<file path="config.mk">
export PLATFORM = sky130hd
export DESIGN_NAME = hms_time_counter
export DESIGN_NICKNAME = d
export VERILOG_FILES = /design/src/rtl/hms_time_counter.sv
export SDC_FILE = /design/constraint.sdc
export NUM_CORES = 1
export LEC_CHECK = 0
export ABC_AREA = 0
export CORE_MARGIN = 2
export CORE_UTILIZATION = 30
export CTS_CLUSTER_SIZE = 10
export DETAILED_ROUTE_END_ITERATION = 16
export PLACE_DENSITY = 0.64
export SKIP_LAST_GASP = 1
export SYNTH_ARGS = -nofsm -noshare
export SYNTH_HDL_FRONTEND = slang
export SYNTH_SLANG_ARGS = --single-unit
</file>
<file path="constraint.sdc">
create_clock -name clk -period 2.9 [get_ports clk]
set_input_delay 0.58 -clock clk [delete_from_list [all_inputs] [get_ports clk]]
set_output_delay 0.58 -clock clk [all_outputs]
set_load 0.1 [all_outputs]
</file>
<file path="src/rtl/hms_time_counter.sv">
// rtl/hms_time_counter.sv - time-of-day counter with RUN/SET modes and range-checked field loads
module hms_time_counter #(
  parameter int N       = 8,
  parameter int SEC_MAX = 60,
  parameter int MIN_MAX = 60,
  parameter int HR_MAX  = 24
) (
  input  logic         clk,
  input  logic         rst_n,
  input  logic         tick,
  input  logic         set_en,
  input  logic [1:0]   set_sel,
  input  logic [N-1:0] set_val,
  input  logic         set_stb,
  output logic [N-1:0] sec,
  output logic [N-1:0] min,
  output logic [N-1:0] hr,
  output logic         sec_wrap,
  output logic         min_wrap,
  output logic         day_wrap,
  output logic         set_err,
  output logic         mode
);

  typedef enum logic {RUN = 1'b0, SET = 1'b1} state_t;

  localparam logic [N-1:0] SEC_LAST = N'(SEC_MAX - 1);
  localparam logic [N-1:0] MIN_LAST = N'(MIN_MAX - 1);
  localparam logic [N-1:0] HR_LAST  = N'(HR_MAX - 1);
  // One extra bit so the limits are representable even when N is exactly wide enough for MAX-1
  localparam logic [N:0]   SEC_LIM  = (N+1)'(SEC_MAX);
  localparam logic [N:0]   MIN_LIM  = (N+1)'(MIN_MAX);
  localparam logic [N:0]   HR_LIM   = (N+1)'(HR_MAX);

  state_t       state_q, state_d;
  logic [N-1:0] sec_q, sec_d, min_q, min_d, hr_q, hr_d;
  logic         sec_wrap_q, sec_wrap_d, min_wrap_q, min_wrap_d;
  logic         day_wrap_q, day_wrap_d, set_err_q, set_err_d;

  always_comb begin
    state_d    = state_q;
    sec_d      = sec_q;
    min_d      = min_q;
    hr_d       = hr_q;
    sec_wrap_d = 1'b0;
    min_wrap_d = 1'b0;
    day_wrap_d = 1'b0;
    set_err_d  = 1'b0;
    if (state_q == RUN) begin
      // Entering SET wins over a coincident tick
      if (set_en) begin
        state_d = SET;
        sec_d   = '0;
      end else if (tick) begin
        if (sec_q == SEC_LAST) begin
          sec_d      = '0;
          sec_wrap_d = 1'b1;
          if (min_q == MIN_LAST) begin
            min_d      = '0;
            min_wrap_d = 1'b1;
            if (hr_q == HR_LAST) begin
              hr_d       = '0;
              day_wrap_d = 1'b1;
            end else begin
              hr_d = hr_q + N'(1);
            end
          end else begin
            min_d = min_q + N'(1);
          end
        end else begin
          sec_d = sec_q + N'(1);
        end
      end
    end else begin
      if (!set_en) begin
        state_d = RUN;
      end
      if (set_stb) begin
        case (set_sel)
          2'b00:   if ({1'b0, set_val} < SEC_LIM) sec_d = set_val; else set_err_d = 1'b1;
          2'b01:   if ({1'b0, set_val} < MIN_LIM) min_d = set_val; else set_err_d = 1'b1;
          2'b10:   if ({1'b0, set_val} < HR_LIM)  hr_d  = set_val; else set_err_d = 1'b1;
          default: set_err_d = 1'b1;
        endcase
      end
    end
  end

  always_ff @(posedge clk or negedge rst_n) begin
    if (!rst_n) begin
      state_q    <= RUN;
      sec_q      <= '0;
      min_q      <= '0;
      hr_q       <= '0;
      sec_wrap_q <= 1'b0;
      min_wrap_q <= 1'b0;
      day_wrap_q <= 1'b0;
      set_err_q  <= 1'b0;
    end else begin
      state_q    <= state_d;
      sec_q      <= sec_d;
      min_q      <= min_d;
      hr_q       <= hr_d;
      sec_wrap_q <= sec_wrap_d;
      min_wrap_q <= min_wrap_d;
      day_wrap_q <= day_wrap_d;
      set_err_q  <= set_err_d;
    end
  end

  assign sec      = sec_q;
  assign min      = min_q;
  assign hr       = hr_q;
  assign sec_wrap = sec_wrap_q;
  assign min_wrap = min_wrap_q;
  assign day_wrap = day_wrap_q;
  assign set_err  = set_err_q;
  assign mode     = (state_q == SET);

endmodule

</file>
==> results.md, run 1 <==
* Setup_tns at 0 ns
* Warnings, synthesis at 0
* Setup bufs post-CTS at 0
* Clock transition at the registers of the reported paths at around 0.070 ns
* Crit. Startpoint: set_val[3]
* PD cells at 584.8 mW/mm2
* Hold slack at 0.5256 ns
* Max-cap violations at 0
* 1st-iter DRT viols at around 170
* Largest area contributor in the netlist: dfrtp_1
* Worst-Skew Late Latency at approximately 0.29 ns
* Die X-Extent at roughly 79 um
* Cell area after synthesis at 0.001702 mm2
* Worst flop-to-flop path endpoint: min[7]
* Total power at between 1 and 1.5 mW
* Max H-tree Level at 2
* Hpwl dp at 3365 um
* Clk sinks at 29
* Yosys top cell area share at 0.4265
* Final net count at approximately 260
* FP Rows at 27
* Period utilization at 0.8442
* Hold Violations, Final at 0
* Global-route usage over all layers at 0.1572
* Post-synth EDFFs at 0
* I/O pin cnt at between 40 and 50
* DR DRC count at 0
* VDD IR-drop max at 0.0002659 V
* Initial Util at 0.3090
* Status: complete, no violations
* Slew @ Worst Pin at approximately 1.1 ns
* Initial antenna violation count at 0
* Synth Area per Inst at 8.909 um2
* Worst reg-to-reg path cell count at 6
* Core Box Area at 0.005507 mm2
* Largest net degree at the start of global routing at 30
* First-pass DRT Iterations at 4
* Final wirelength at 4737 um
* Synth Instances at 191
* DIE HEIGHT at slightly below 80 um
* Worst hold path type: reg -> reg
* Detail Route Antenna Nets at 0
* CTS tree: done
* Startpoint types: primary input
* Longest Clk Path Bufs at 2
* Vias in the first global route at 1552
* Commonest cells post-synth: dfrtp_1 (29), o21ai_0 (22), nand2_1 (15)
* Port buffer count at 43
* Lkg Pwr at 0.9865 nW
* Synth top area cells: dfrtp_1 (43%), o21ai_0 (6.5%), nand3_1 (3.8%), a21oi_1 (3.5%), nand2_1 (3.3%)
* Routability cong. at 0.8406
* Share of layout cells above drive strength 1 at 0.2176
* Max Freq at about 410 MHz
* Hold buffer count at cts at 0
* Final Skew at around 0.014 ns
* # diodes at 0
* CTS root buf: clkbuf_8
* DR vias/cell at 5.437
* Total number of vias at between 1.5k and 2k
* Fin crit period at 2.448 ns
* Congestion Overflow GR at 0
* Critical Path Fanout Max at 15
* First-pass GRT wire length at 7590 um
* Seq cells post-synth at 29
* RSZ-0062 raised after global routing: no
* Post-CTS sizing at 0
* Setup slack, reg-to-reg at 0.60 ns
* Main synth FF type: dfrtp_1
* Most common cell in the synthesized netlist: dfrtp_1
* Mapped Nets at 209
* Worst setup path end: min[7]
* Data required, critical path at about 3.1 ns
* Slew Viols, Final at 0
* Arrival @ worst endpoint at 2.61 ns
* Endpoints failing setup at 0
* Sequential-to-total area share from yosys stat at 0.4265
* Die ar. at approximately 0.0063 mm2
* Worst r2r src: sec[0]
* Finished Cell Area at about 0.0022 mm2
* Post-Place Cell Area at 0.002148 mm2
* CP Capture Type: flip-flop
* Count of cell types in the netlist at between 40 and 50
* Number of buffers created by CTS at 5
* Area growth syn-to-layout at 31.32%
* Rel. slew slack at 0.2664
* Routed len/inst at between 15 and 20 um
* Critical path class: in -> reg
* Share of flip-flops with an asynchronous set or reset at 1.000
## area by class of cell
cell class	instances	area (um2)
clock buffer	5	68.82
clock inverter	3	17.52
fill	559	3272
inverter	10	37.54
multi-input combinational	145	907.1
sequential	29	725.7
tap	72	90.09
timing repair buffer	47	387.9
## layer usage
layer | share of wire | vias to the layer above | wire, um | track usage
met5 | 0 | - | 0 | 0
met1 | 0.49 | 808 | 2326 | 0.2157
li1 | - | 808 | - | -
met3 | 0.068 | 6 | 321 | 0.04432
met4 | 0.012 | 0 | 59 | 0.05517
met2 | 0.43 | 69 | 2030 | 0.2364
## sequential cells by signal, indices dropped and copies added (netlist names)
register  count
sec_wrap      1
min_wrap      1
min           8
mode          1
hr            8
set_err       1
sec           8
day_wrap      1
## cell families (layout without fill, tap and decap cells)
family / Yosys count / count (layout) / synth area share
AND/OR/NAND/NOR: 77 / 77 / 0.2566
flip-flops: 29 / 29 / 0.4265
AO/OA/AOI/OAI: 63 / 63 / 0.2412
multiplexers: 2 / 2 / 0.01323
adder cells (fa/ha/maj): 3 / 3 / 0.02206
buffers and inverters: 17 / 65 / 0.04044
## metrics by stage
step	setup slack, ns	util	instances
floorplan	0.2154	-	191
global placement	0.2213	0.3901	303
detailed placement	0.1808	0.3901	303
CTS	0.4789	0.4058	311
global route	0.2951	0.4058	311
finish	0.4518	0.4058	311
## power by group
part	switching, mW	internal, mW	leakage, nW
Sequential	0.0506	0.440	0.376
Combinational	0.368	0.113	0.567
Clock	0.170	0.165	0.0439
Total	0.589	0.718	0.987
## cell usage in the layout, fill, tap and decap left out, types with 3 or more instances in the layout
cell type,n
and2_1,3
buf_4,33
clkbuf_8,5
nand3_1,13
nor2_1,12
nor3_1,7
o22ai_1,3
ha_1,3
nand2_1,15
o31a_1,5
nor2b_1,3
a21oi_1,12
dfrtp_1,29
inv_1,10
o21ai_0,22
clkdlybuf4s50_1,14
and3_1,5
## worst max-delay path: stages
cell,delay [ns]
clkdlybuf4s50_1,0.53
and4_1,0.24
nor2_1,0.07
a31oi_1,0.82
nand2b_4,0.30
o31ai_1,0.07
## worst min path at each step
stage                      start        to  slack, ns  cells after the start
after floorplan            rst_n  day_wrap       0.28                      0
after global placement    min[7]    min[7]       0.51                      1
after CTS                 min[7]    min[7]       0.54                      1
after global routing      sec[7]    sec[7]       0.56                      1
final                     min[7]    min[7]       0.53                      1
after detailed placement  sec[7]    sec[7]       0.53                      1
Power figures use the tool's default switching activity.
==> inputs of run 2 (changes only) <==
Clock period 2.9 ns to 2.52 ns, I/O delays scaled along.
==> run 2 against run 1 <==
Worst hold slack lost 0.015 ns. Sequential share of layout area shrank 0.87 points. Clock skew shrank 0.0030 ns. Sequential cell count is the same. Largest cell class unchanged. Largest power group unchanged.
==> results.md, run 2 (same netlist as run 1, synthesis figures left out) <==
* Cells after DPL at 311 (was 303)
* Core Box Area at 0.005507 mm2 (unchanged)
* Hold buffer count at cts at 0 (unchanged)
* Routed len/inst at 14.77 um (was 15.23 um)
* Die X-Extent at 79.32 um (unchanged)
* # diodes at 0 (unchanged)
* 1st-iter DRT viols at 110 (was 166)
* Total power at 1.511 mW (was 1.307 mW)
* VDD IR-drop max at 0.0003633 V (was 0.0002659 V)
* Commonest non-fill, non-tap cells in the layout: buf_4 (40), dfrtp_1 (25), o21ai_0 (22), nand2_1 (15), clkdlybuf4s50_1 (14) (was buf_4 (33), dfrtp_1 (29), o21ai_0 (22), nand2_1 (15), clkdlybuf4s50_1 (14))
* Port buffer count at 43 (unchanged)
* Global-route usage over all layers at 0.1655 (was 0.1572)
* Final net count at 264 (was 256)
* Congestion Overflow GR at 0 (unchanged)
* Data required, critical path at 2.68 ns (was 3.06 ns)
* CP Capture Type: flip-flop (unchanged)
* Share of layout cells above drive strength 1 at 0.2591 (was 0.2176)
* DIE HEIGHT at 79.32 um (unchanged)
* Max Freq at 450.3 MHz
* Post-CTS sizing at 0 (unchanged)
* I/O pin cnt at 44 (unchanged)
* First-pass GRT wire length at 8093 um (was 7590 um)
* PD cells at 653.5 mW/mm2 (was 584.8 mW/mm2)
* Die ar. at 0.006291 mm2 (unchanged)
* Startpoint types: primary input (unchanged)
* Setup bufs post-CTS at 0 (unchanged)
* Max-cap violations at 0 (unchanged)
* Hold Violations, Final at 0 (unchanged)
* Critical path class: in -> reg (unchanged)
* Final wirelength at 4712 um (was 4737 um)
* Final Skew at 0.01080 ns (was 0.01376 ns)
* Max H-tree Level at 2 (unchanged)
* Leading cell type in the layout, fill and taps excluded: buf_4 (unchanged)
* Worst-Skew Late Latency at 0.29 ns (about the same)
* Period utilization at 0.8813
* Rel. slew slack at 0.3643 (was 0.2664)
* DR DRC count at 0 (unchanged)
* RSZ-0062 raised after global routing: no (unchanged)
* Initial antenna violation count at 0 (unchanged)
* Routability cong. at 0.8297 (was 0.8406)
* Slew @ Worst Pin at 0.9491 ns (was 1.095 ns)
* Vias in the first global route at 1610 (was 1552)
* Clk sinks at 29 (unchanged)
* Worst hold path type: reg -> reg (unchanged)
* DR vias/cell at 5.304 (was 5.437)
* Arrival @ worst endpoint at 2.38 ns (was 2.61 ns)
* Initial Util at 0.3090 (unchanged)
* Endpoints failing setup at 0 (unchanged)
* Total number of vias at 1692 (was 1691)
* Slew Viols, Final at 0 (unchanged)
* CTS tree: done (unchanged)
* Non-filler cells, final at 319 (was 311)
* Clock transition at the registers of the reported paths at 0.07 ns (about the same)
* Fillers at 572 (was 559)
* Lkg Pwr at 1.024 nW (was 0.9865 nW)
* Detail Route Antenna Nets at 0 (unchanged)
* Longest Clk Path Bufs at 2 (unchanged)
* Hpwl dp at 3528 um (was 3365 um)
* Number of buffers created by CTS at 5 (unchanged)
* FP Rows at 27 (unchanged)
* First-pass DRT Iterations at 4 (unchanged)
* CTS root buf: clkbuf_8 (unchanged)
* Status: complete, no violations (unchanged)
* Area growth syn-to-layout at 35.88% (was 31.32%)
* Fin crit period at 2.221 ns
* Final core occ at 0.4199 (was 0.4058)
* Critical Path Fanout Max at 12 (was 15)
* Largest net degree at the start of global routing at 30 (unchanged)
## run 2: changes by cell type in the layout (fill, tap and decap cells not counted), sizes merged
cell  before  now
buf       33   41
## run 2: critical path, stage by stage
cell	delay, ns
clkdlybuf4s50_1	0.51
and4_1	0.23
nor2_1	0.06
a31oi_1	0.72
nand2b_4	0.29
o31ai_1	0.07
## run 2: path summary, 6_finish.rpt
check	depth (start not counted)	end	slack, ns	startpoint
worst max register to register	6	min[6]	0.32	sec[0]
max in group asynchronous	2	min[0]	1.59	rst_n
worst max-delay path	6	min[7]	0.30	set_val[2]
worst min-delay path	1	sec[7]	0.51	sec[7]
worst min register to register	1	sec[7]	0.51	sec[7]
min in group asynchronous	2	sec_wrap	0.61	rst_n
## run 2: layout make-up
| type | count | area (um2) | share of cell area |
|---|---|---|---|
| inverters | 10 | 37.54 | 0.01623 |
| repair buffers | 55 | 460.4 | 0.1991 |
| clock buffers | 5 | 68.82 | 0.02976 |
| clock inverters | 3 | 17.52 | 0.007576 |
| multi-input cells | 145 | 907.1 | 0.3923 |
| flip-flops and latches | 29 | 730.7 | 0.3160 |
| well taps | 72 | 90.09 | 0.03896 |
## run 2: where the power goes
group	total, mW	internal [mW]	switching, mW
clock network	0.381	0.190	0.190
registers	0.568	0.509	0.0596
logic	0.562	0.138	0.424
total	1.51	0.837	0.674
## run 2: metal layers
layer	part of all wire	vias to the layer above	track usage
met1	0.47	807	0.2267
met2	0.45	55	0.2568
met5	0	-	0
met3	0.064	4	0.04091
met4	0.0089	0	0.05172
li1	-	826	-
## run 2: through the flow
stage | hold slack [ns] | worst slack (ns) | TNS (ns) | cell area [um2]
after global routing | 0.5377 | 0.1499 | 0 | 2312
after detailed placement | 0.4990 | -0.03633 | -0.06643 | 2226
after floorplan | 0.2084 | 0.1254 | 0 | 1707
after global placement | 0.4992 | 0.06589 | 0 | 2226
final | 0.5107 | 0.2991 | 0 | 2312
after CTS | 0.5105 | 0.2746 | 0 | 2312
